`config.mk`:
```
export PLATFORM = sky130hd
export DESIGN_NAME = sipo_rx
export DESIGN_NICKNAME = d
export VERILOG_FILES = /design/src/rtl/sipo_pkg.sv /design/src/rtl/sipo_bitcnt.sv /design/src/rtl/sipo_rx.sv
export SDC_FILE = /design/constraint.sdc
export NUM_CORES = 1
export LEC_CHECK = 0
export ABC_CLOCK_PERIOD_IN_PS = 2600
export BUFFER_PORTS_ARGS = -buffer_cell sky130_fd_sc_hd__buf_4
export CAP_MARGIN = 20
export CORE_MARGIN = 2
export CORE_UTILIZATION = 57
export DETAILED_ROUTE_END_ITERATION = 12
export HOLD_SLACK_MARGIN = 0.02
export PLACE_DENSITY = 0.81
export SLEW_MARGIN = 25
export SYNTH_ARGS = -nofsm -noshare
export SYNTH_HDL_FRONTEND = slang
export SYNTH_SLANG_ARGS = --single-unit
```
`constraint.sdc`:
```
create_clock -name clk -period 2.6 [get_ports clk]
set_input_delay 0.39 -clock clk [delete_from_list [all_inputs] [get_ports clk]]
set_output_delay 0.39 -clock clk [all_outputs]
set_load 0.1 [all_outputs]
```
`src/rtl/sipo_pkg.sv`:
```
// Shared types and sizing helpers for the serial-in parallel-out receiver.
package sipo_pkg;

    // Receiver FSM: waiting for a start-of-frame, or collecting frame bits.
    typedef enum logic {
        IDLE  = 1'b0,
        SHIFT = 1'b1
    } state_t;

    // Counter width that holds a full frame (data plus optional parity bit)
    // with headroom, so the count never wraps inside a frame.
    function automatic int cnt_width(input int data_width);
        return $clog2(data_width + 2);
    endfunction

endpackage

```
`src/rtl/sipo_bitcnt.sv`:
```
// Frame bit counter: clear / load-to-one / increment, with a flag that is
// high while the next qualified bit is the final bit of the frame.
module sipo_bitcnt #(
    parameter int CNT_W     = 4,
    parameter int FRAME_LEN = 8
) (
    input  logic clk,
    input  logic rst_n,
    input  logic clr,
    input  logic load,
    input  logic inc,
    output logic last
);

    logic [CNT_W-1:0] cnt;

    // Count qualified bits of the current frame; reset and clear win over load.
    always_ff @(posedge clk) begin
        if (rst_n || clr) begin
            cnt <= '0;
        end else if (load) begin
            cnt <= CNT_W'(1);
        end else if (inc) begin
            cnt <= cnt + CNT_W'(1);
        end
    end

    assign last = (cnt == CNT_W'(FRAME_LEN - 1));

endmodule

```
`src/rtl/sipo_rx.sv`:
```
// Serial-in parallel-out receiver, MSB first, framed by sof, with a
// valid/ready output word, overwrite and frame-abort pulses.
// Optional build macro SIPO_PARITY_EN appends one even-parity bit per frame
// and drives perr; without it perr is tied low.
module sipo_rx
    import sipo_pkg::*;
#(
    parameter int DATA_WIDTH = 8
) (
    input  logic                  clk,
    input  logic                  rst_n,
    input  logic                  sin,
    input  logic                  sin_en,
    input  logic                  sof,
    output logic [DATA_WIDTH-1:0] dout,
    output logic                  out_valid,
    input  logic                  out_ready,
    output logic                  ovr,
    output logic                  frm_err,
    output logic                  perr
);

`ifdef SIPO_PARITY_EN
    localparam int PAR_W = 1;
`else
    localparam int PAR_W = 0;
`endif
    localparam int FRAME_LEN = DATA_WIDTH + PAR_W;
    localparam int SR_W      = FRAME_LEN - 1;
    localparam int CNT_W     = cnt_width(DATA_WIDTH);

    state_t                 state, state_nxt;
    logic                   start, shift, done, abort;
    logic                   last;
    logic [SR_W-1:0]        sreg;
    logic [FRAME_LEN-1:0]   word;

    // The final bit is never stored: the completed word is the register
    // contents with the bit being sampled appended at the LSB.
    assign word = {sreg, sin};

    sipo_bitcnt #(
        .CNT_W     (CNT_W),
        .FRAME_LEN (FRAME_LEN)
    ) u_bitcnt (
        .clk   (clk),
        .rst_n (rst_n),
        .clr   (done),
        .load  (start | abort),
        .inc   (shift),
        .last  (last)
    );

    // FSM state register.
    always_ff @(posedge clk) begin
        if (rst_n) begin
            state <= IDLE;
        end else begin
            state <= state_nxt;
        end
    end

    // Next state and per-bit actions; unqualified bits do nothing anywhere.
    always_comb begin
        state_nxt = state;
        start     = 1'b0;
        shift     = 1'b0;
        done      = 1'b0;
        abort     = 1'b0;
        case (state)
            IDLE: begin
                if (sin_en && sof) begin
                    start     = 1'b1;
                    state_nxt = SHIFT;
                end
            end
            SHIFT: begin
                if (sin_en) begin
                    if (sof) begin
                        abort = 1'b1;
                    end else if (last) begin
                        done      = 1'b1;
                        state_nxt = IDLE;
                    end else begin
                        shift = 1'b1;
                    end
                end
            end
            default: state_nxt = IDLE;
        endcase
    end

    // Shift register: a new or restarted frame loads sin as the MSB.
    always_ff @(posedge clk) begin
        if (rst_n) begin
            sreg <= '0;
        end else if (start || abort) begin
            sreg <= SR_W'(sin);
        end else if (shift) begin
            sreg <= {sreg[SR_W-2:0], sin};
        end
    end

    // Output word, valid/ready handshake and one-cycle status pulses.
    always_ff @(posedge clk) begin
        if (rst_n) begin
            dout      <= '0;
            out_valid <= 1'b0;
            ovr       <= 1'b0;
            frm_err   <= 1'b0;
        end else begin
            ovr     <= 1'b0;
            frm_err <= abort;
            if (done) begin
                dout      <= word[FRAME_LEN-1 -: DATA_WIDTH];
                out_valid <= 1'b1;
                ovr       <= out_valid && !out_ready;
            end else if (out_valid && out_ready) begin
                out_valid <= 1'b0;
            end
        end
    end

`ifdef SIPO_PARITY_EN
    // Even parity over data and parity bit, registered alongside dout.
    always_ff @(posedge clk) begin
        if (rst_n) begin
            perr <= 1'b0;
        end else if (done) begin
            perr <= ^word;
        end
    end
`else
    assign perr = 1'b0;
`endif

endmodule

```
==> results.cfg, run 1 <==
[run_status]
status = completed

[route]
routed_wl_um = 1750
avgRoutedWirePerCell_um = 12.4
routed-via-count = 801
detailedRoute.firstPassIterationCount = 4
antenna_violating_nets_left = 0
routed_via_density = 5.68
first_iter_violations = 20
drc = 0

[die]
die_width_um = 46.0
die-area_mm2 = 0.00212
i_o_pins = 18
core_area_mm2 = 0.00169
die_y_um = 46.0
rows = 15
starting_density_of_the_core_pct = 59.6

[layout]
layout_commonest_cell = dfxtp_1
syn2layout_area_growth_pct = 12.3
n_fill_cell = 145
final_cell_mix = 23 x dfxtp_1, 21 x o21ai_0, 16 x buf_4
post_route_cells_drive_above_1_share_pct = 18.5
finalCoreUtilization_pct = 66.9
final_nets = 132
antennaDiodeCount = 0

[pwr]
ir_drop_v = 0.000340
pwr_density_cell_mw_per_mm2 = 504
clockPowerShare_pct = 29.1
swShare_pct = 24.2
leakagePower_nw = 0.475
comb_power_share_pct = 7.6
power_report.internal_total_mw = 0.432
power.net_switching_mw = 0.138
p_seq_share_pct = 63.2

[placement]
place_ws_ps = 986
place.port_buffers = 16
final_wtd_congestion = 0.822
detailedPlacementHpwl_um = 1190

[synth]
syn_area_per_cell_um2 = 8.98
async_set_reset_flop_share_out_of_synthesis_pct = 0
synth.net_count = 119
synthTopCellsByArea = dfxtp_1 46%, o21ai_0 10%, mux2i_1 7.0%
yosys.area.top_type_share_pct = 45.8
cells_after_synthesis = 112
yosys.cell_types.count = 27
number_of_flops_mapped_to_enable_cells_by_yosys = 0
synth_warnings = 0
synthDominantAreaCellType = dfxtp_1
synth-seq-cells = 23
flip_flop_cell_with_the_highest_count_after_synthesis = dfxtp_1
seq_area_frac_synth_pct = 45.8
post_synth_instance_area_mm2 = 0.00101

[setup_path]
ws_path_type = reg -> reg
worst-path-max-fanout = 12
worst-endpoint-arrival_ps = 1910
worst-r2r-cell-count = 4
end_kind = flop
cp-start-kind = flop
r2r_slack_ps = 930
worst_ep_required_time_ps = 2840

[clock_network]
clockBufferDepth = 2
clk_root_buffer_cell = clkbuf_4
cts_buffers = 3
cts_hold_buf = 0
path_clk_slew_ps = 120
htree_num_levels = 1
post-cts-setup-buffers = 0
clock_latency_ps = 310
cts_tree = yes
cts_sinks = 23
post_cts_resized = 0

[run]
maxCapViolations = 0

[global_route]
globalRouteTotalUtil_pct = 19.1
grt_pass1_wl_um = 2820
grt.overflow.total = 0
antenna_found_initial = 0
grt_start_max_net_pins = 24
first_global_vias = 647

[sta]
finalSetupViolations = 0
final_max_slew_viol_count = 0
fin_worst_skew_ps = 4.33
grt_setup_unrepaired = no
maxClockFrequency_ghz = 0.599
finalWorstPathRequiredPeriod_ps = 1670
setup_slack_ps = 929
hold_viol_final = 0
post-route-period-util_pct = 64.3
final.setup.tns_ps = 0

[min_path]
holdCritPathClass = in -> reg
number_of_instances_on_the_worst_hold_path = 3
-- per-layer routing --
layer / GRT usage [%] / wire length, um / up-vias
li1: - / - / 402
met1: 26.6 / 865 / 366
met2: 27.8 / 759 / 28
met3: 3.57 / 91 / 5
met4: 10.3 / 37 / 0
met5: 0 / 0 / -
-- power by group through the flow --
stage          Combinational, mW  Clock [mW]  Sequential (mW)
4_1_cts                   0.0431       0.169            0.360
3_5_place_dp              0.0427           0            0.368
2_1_floorplan             0.0340           0            0.369
6_report                  0.0433       0.166            0.360
5_1_grt                   0.0473       0.184            0.361
3_3_place_gp              0.0428           0            0.368
-- worst max-delay path, cell delays in order, from the launching register on --
cell and delay (ps):
dfxtp_1 430, ha_1 250, nand3b_1 320, nand2b_1 400, nor3_1 210
-- registers in the layout, summed over array words and instances (netlist names) --
signal	cells
out_valid	1
frm_err	1
dout	8
state	1
sreg	7
u_bitcnt.cnt	4
ovr	1
-- final timing paths --
| kind | startpoint | endpoint |
|---|---|---|
| worst max register to register | u_bitcnt.cnt[0]$_SDFFE_PP0P_ | ovr$_SDFF_PP0_ |
| worst min register to register | sreg[6]$_SDFFE_PP0P_ | sreg[6]$_SDFFE_PP0P_ |
| worst max-delay path | u_bitcnt.cnt[0]$_SDFFE_PP0P_ | ovr$_SDFF_PP0_ |
| worst min-delay path | out_ready | ovr$_SDFF_PP0_ |
-- cell usage after synthesis (2+ instances only) --
master and instances:
nor3_1 2, dfxtp_1 23, nand3b_1 2, o21ai_0 21, mux2i_1 7, a21oi_1 4
buf_2 2, nand3_1 2, nor2_1 2, clkbuf_1 4, nand2_1 10, nor2b_1 9
nand2b_1 10
-- cells by family (layout without fill, tap and decap cells) --
| group | Yosys count | in the layout | share of synthesized area (%) |
|---|---|---|---|
| simple gates | 43 | 43 | 26.0 |
| compound gates | 28 | 28 | 14.9 |
| flops | 23 | 23 | 45.8 |
| buf+inv | 9 | 21 | 4.73 |
| mux | 7 | 7 | 6.97 |
| fa+ha+maj | 1 | 1 | 1.24 |
| other cells | 1 | 1 | 0.373 |
-- through the flow --
stage | area (um^2) | hold slack, ps | power [mW] | std cells
finish | 1130 | 356 | 0.570 | 141
global route | 1130 | 356 | 0.592 | 141
CTS | 1130 | 350 | 0.572 | 141
detailed placement | 1100 | 461 | 0.411 | 137
global placement | 1100 | 451 | 0.411 | 137
floorplan | 1010 | 435 | 0.403 | 112
-- area by class of cell --
class	instances	area, um^2	area share, %
Timing Repair Buffer	16	120	10.6
Tap cell	17	21.3	1.88
Sequential cell	23	460	40.8
Inverter	1	3.75	0.332
Multi-Input combinational cell	80	498	44.1
Clock buffer	4	26.3	2.33
Note: power is estimated with default switching activity, not from simulation.
==> run 2: changes to the inputs <==
ABC_CLOCK_PERIOD_IN_PS = 1500   (was 2600)
CORE_UTILIZATION = 48   (was 57)
PLACE_DENSITY = 0.73   (was 0.81)
clock period = 1.5 ns   (was 2.6 ns; I/O delays follow)
==> results.cfg, run 2 (synthesis results as in run 1) <==
[run_status]
status = completed

[setup_path]
end_kind = flop
slowest_delay_ps = 380
cp-start-kind = flop
cp_cell_sequence = ha_1 > nand3b_1 > nand2b_2 > o21ai_0
family_with_the_most_delay_on_the_worst_path = simple AND/OR/NAND/NOR gates
worst-endpoint-arrival_ps = 1590
worst-path-max-fanout = 10
worst_path_max_delay_cell = dfxtp_2
ws_path_type = reg -> reg
worst_ep_required_time_ps = 1730
critPathBufInv = 0

[global_route]
first_global_vias = 708
grt_start_max_net_pins = 24
globalRouteTotalUtil_pct = 16.1
antenna_found_initial = 0
grt_pass1_wl_um = 3110
grt.overflow.total = 0

[pwr]
pwr_density_cell_mw_per_mm2 = 845
power.total_mw = 0.982
ir_drop_v = 0.000460
leakagePower_nw = 0.485

[sta]
final_max_slew_viol_count = 0
finalWorstPathRequiredPeriod_ps = 1360
maxClockFrequency_ghz = 0.736
hold-worst-slack_ps = 171
finalSetupViolations = 0
fin_worst_skew_ps = 10.6
final.setup.tns_ps = 0
grt_setup_unrepaired = no
setup_slack_ps = 141
hold_viol_final = 0
post-route-period-util_pct = 90.6

[min_path]
holdCritPathClass = in -> reg

[die]
starting_density_of_the_core_pct = 51.3
die_width_um = 49.8
core_area_mm2 = 0.00196
die-area_mm2 = 0.00248
i_o_pins = 18
die_y_um = 49.8
rows = 16

[layout]
layout_commonest_cell = dfxtp_1
post-route-cell-area_mm2 = 0.00116
final_cell_mix = 22 x dfxtp_1, 21 x o21ai_0, 18 x buf_4
finalCoreUtilization_pct = 59.2
largest_register = dout
syn2layout_area_growth_pct = 15.4
antennaDiodeCount = 0
reg.largest.list = dout: 8 flops, sreg: 7 flops, u_bitcnt.cnt: 4 flops
largest_register_ffs = 8
post_route_cells_drive_above_1_share_pct = 21.4
final_nets = 134
post_layout_nonfiller_instances = 153

[route]
routed_metal_1_wirelength_um = 983
routed_via_density = 5.14
detailedRoute.firstPassIterationCount = 4
uppermost_layer_routed = met4
avgRoutedWirePerCell_um = 12.1
routed-via-count = 786
routed_wl_um = 1860
drc = 0
antenna_violating_nets_left = 0
first_iter_violations = 9
route.met2.wl_um = 778
met3WireLength_um = 79

[clock_network]
cts_sinks = 23
path_clk_slew_ps = 130
cts_tree = yes
clk_root_buffer_cell = clkbuf_4
cts_buffers = 3
htree_num_levels = 1
clockBufferDepth = 2
clock_latency_ps = 310

[run]
maxCapViolations = 0

[placement]
final_wtd_congestion = 0.811
place.port_buffers = 16
detailedPlacementHpwl_um = 1280
numPlacedInstances = 149
dpl_cell_area_mm2 = 0.00113
place_ws_ps = 80.1
==> run 2: cell count changes in the layout (fill, tap and decap cells not counted) <==
cell / before / now
buf_4: 16 / 18
dfxtp_1: 23 / 22
dfxtp_2: 0 / 1
nand2b_1: 10 / 9
nand2b_2: 0 / 1
==> run 2: cell type report <==
type	instances	area (um^2)
Multi-Input combinational cell	80	500
Timing Repair Buffer	18	135
Clock buffer	4	26.3
Tap cell	27	33.8
Fill cell	192	801
Inverter	1	3.75
Sequential cell	23	462
==> run 2: worst paths after layout <==
| check | start | endpoint | slack, ps | depth (start not counted) |
|---|---|---|---|---|
| max | u_bitcnt.cnt[0]$_SDFFE_PP0P_ | dout[4]$_SDFFE_PP0P_ | 140 | 4 |
| max reg2reg | u_bitcnt.cnt[0]$_SDFFE_PP0P_ | dout[4]$_SDFFE_PP0P_ | 140 | 4 |
| min reg2reg | sreg[0]$_SDFFE_PP0P_ | sreg[1]$_SDFFE_PP0P_ | 470 | 2 |
| min | out_ready | ovr$_SDFF_PP0_ | 170 | 3 |
==> run 2: worst min-delay path: cells and delay by family <==
kind                   cells  cell delay, ps
AND/OR/NAND/NOR            2             140
buffers and inverters      1              70
==> run 2: timing repair <==
item,CTS,global route
setup endpoints to repair,0,10
buffers inserted,0,0
resized for setup,0,2
hold buffers,0,0
==> run 2: where the power goes <==
group | switching [mW] | leakage (nW) | internal [mW] | total [mW]
Combinational | 0.0489 | 0.284 | 0.0283 | 0.0772
Clock | 0.175 | 0.0150 | 0.104 | 0.279
Sequential | 0.00816 | 0.186 | 0.617 | 0.626
==> run 2: per-layer routing <==
layer | vias to the layer above | track usage (%)
met5 | - | 0
met4 | 0 | 5.56
met3 | 2 | 2.73
met2 | 24 | 24.0
met1 | 348 | 23.5
li1 | 412 | -
==> run 3: changes to the inputs <==
ABC_AREA = 1   (was not set)
CORE_UTILIZATION = 47   (was 48)
PLACE_DENSITY = not set   (was 0.73)
PLACE_DENSITY_LB_ADDON = 0.1   (was not set)
==> results.cfg, run 3 <==
[sta]
final_max_slew_viol_count = 0
hold_viol_final = 0
setup_slack_ps = 132
maxClockFrequency_ghz = 0.731
finalWorstPathRequiredPeriod_ps = 1370
finalSetupViolations = 0
final.setup.tns_ps = 0
grt_setup_unrepaired = no
post-route-period-util_pct = 91.2
fin_worst_skew_ps = 3.58
hold-worst-slack_ps = 71.3

[run_status]
status = completed

[clock_network]
cts_tree = yes
clockBufferDepth = 2
htree_num_levels = 1
clk_root_buffer_cell = clkbuf_4
cts_sinks = 23
post_cts_resized = 0
post-cts-setup-buffers = 0
cts_buffers = 3
path_clk_slew_ps = 130
cts_hold_buf = 0
clock_latency_ps = 300

[layout]
post_route_cells_drive_above_1_share_pct = 24.5
layout_commonest_cell = nand2_1
finalCoreUtilization_pct = 57.9
final_nets = 147
final_cell_mix = 28 x nand2_1, 23 x dfxtp_1, 17 x nor2_1, 17 x buf_4, 12 x nand3_1
largest_register_ffs = 8
n_fill_cell = 185
reg.largest.list = dout: 8 flops, sreg: 7 flops, u_bitcnt.cnt: 4 flops
antennaDiodeCount = 0
syn2layout_area_growth_pct = 17.2
largest_register = dout

[synth]
syn_area_per_cell_um2 = 7.92
cells_after_synthesis = 121
number_of_flops_mapped_to_enable_cells_by_yosys = 0
synthDominantAreaCellType = dfxtp_1
synth_top_cells_by_count = 28 x nand2_1, 23 x dfxtp_1, 17 x nor2_1
synth_warnings = 0
synth-seq-cells = 23
yosys.cell_types.count = 23
seq_area_frac_synth_pct = 48.0
synthTopCellsByArea = dfxtp_1 48%, nand2_1 11%, nor2_1 6.7%
yosys.area.top_type_share_pct = 48.0
async_set_reset_flop_share_out_of_synthesis_pct = 0
yosysMostFrequentCell = nand2_1
flip_flop_cell_with_the_highest_count_after_synthesis = dfxtp_1
post_synth_instance_area_um2 = 958
synth.net_count = 128

[global_route]
antenna_found_initial = 0
use_met3_pct = 3.37
globalRouteTotalUtil_pct = 15.0
first_global_vias = 681
grt_start_max_net_pins = 14
grt.met2_usage_pct = 25.9
grt_use_met1_pct = 17.8
global_route.peak_usage_layer = met2
grt.overflow.total = 0
grt_pass1_wl_um = 2820

[route]
avgRoutedWirePerCell_um = 10.2
routed-via-count = 786
routed_via_density = 4.73
detailedRoute.firstPassIterationCount = 2
routed_wl_um = 1700
first_iter_violations = 2
antenna_violating_nets_left = 0
drc = 0

[setup_path]
ws_path_type = reg -> reg
timing.rr.end = dout[7]$_SDFFE_PP0P_
worst-path-max-fanout = 10
cp-start-kind = flop
worst-endpoint-arrival_ps = 1580
worst-r2r-cell-count = 6
timing.rr.start = u_bitcnt.cnt[0]$_SDFFE_PP0P_
worst_ep_required_time_ps = 1710
r2r_slack_ps = 130
end_kind = flop

[run]
maxCapViolations = 0

[min_path]
holdCritPathClass = in -> reg
number_of_instances_on_the_worst_hold_path = 2
worstHoldEndpoint = ovr$_SDFF_PP0_
hold_start = out_ready

[die]
core_area_mm2 = 0.00194
die-area_mm2 = 0.00242
die_y_um = 49.2
rows = 16
die_width_um = 49.2
i_o_pins = 18
starting_density_of_the_core_pct = 49.4

[pwr]
comb_power_share_pct = 8.2
clockPowerShare_pct = 28.3
p_seq_share_pct = 63.6
leakagePower_nw = 0.529
pwr_density_cell_mw_per_mm2 = 880
ir_drop_v = 0.000557
swShare_pct = 24.4
power_report.internal_total_mw = 0.747
power.net_switching_mw = 0.242

[placement]
detailedPlacementHpwl_um = 1250
place.port_buffers = 16
place_ws_ps = 152
final_wtd_congestion = 0.877
## run 3: cell count changes after synthesis, moves of 4 or more
cell      delta
nand2_1     +18
nor2_1      +15
o21ai_0     -14
nand2b_1    -10
nand3_1     +10
nor2b_1      -9
inv_1        +7
mux2i_1      -7
clkbuf_1     -4
nand2_2      +4
nor2_4       +4
## run 3: logic make-up after synthesis
group | after synthesis | share of synthesized area, %
fa+ha+maj | 1 | 1.31
simple gates | 71 | 36.2
buf+inv | 12 | 6.14
other cells | 1 | 0.391
compound gates | 13 | 7.96
flops | 23 | 48.0
## run 3: critical path, cell delays in order, from the launching register on
cell	delay (ps)
dfxtp_1	400
ha_1	220
nand2_2	100
nor2_4	190
nand2_2	190
nand3_1	110
nand2_1	60
## run 3: per-stage QoR
step	power [mW]	instances	area, um^2
2_1_floorplan	0.700	121	958
4_1_cts	1.00	166	1120
5_1_grt	1.03	166	1120
3_5_place_dp	0.723	162	1100
6_report	0.989	166	1120
3_3_place_gp	0.722	162	1100
## run 3: cell type report
cell class                      instances  area [um^2]  share of cell area [%]
Sequential cell                        23          460                    41.0
Inverter                                9         35.0                    3.12
Multi-Input combinational cell         86          439                    39.1
Tap cell                               27         33.8                    3.01
Timing Repair Buffer                   17          128                    11.4
Clock buffer                            3         22.5                    2.00
Clock inverter                          1         5.00                   0.445
## run 3: how the worst max path moves through the flow
| stage | from | endpoint |
|---|---|---|
| 5_1_grt | u_bitcnt.cnt[0]$_SDFFE_PP0P_ | u_bitcnt.cnt[2]$_SDFFE_PP0P_ |
| 4_1_cts | u_bitcnt.cnt[0]$_SDFFE_PP0P_ | dout[7]$_SDFFE_PP0P_ |
| 3_5_place_dp | u_bitcnt.cnt[0]$_SDFFE_PP0P_ | u_bitcnt.cnt[2]$_SDFFE_PP0P_ |
| 2_1_floorplan | out_valid$_SDFFE_PP0P_ | out_valid$_SDFFE_PP0P_ |
| 6_report | u_bitcnt.cnt[0]$_SDFFE_PP0P_ | dout[7]$_SDFFE_PP0P_ |
| 3_3_place_gp | u_bitcnt.cnt[0]$_SDFFE_PP0P_ | dout[7]$_SDFFE_PP0P_ |
## run 3: power groups by stage
stage	registers, mW	logic [mW]	clock network [mW]
2_1_floorplan	0.644	0.0567	0
3_3_place_gp	0.642	0.0799	0
3_5_place_dp	0.642	0.0806	0
4_1_cts	0.629	0.0812	0.290
5_1_grt	0.631	0.0893	0.309
6_report	0.628	0.0808	0.279
## run 3: layer usage
metal	vias to the layer above	wire, um
li1	425	-
met1	350	831
met2	9	787
met3	2	62
met4	0	15
met5	-	0
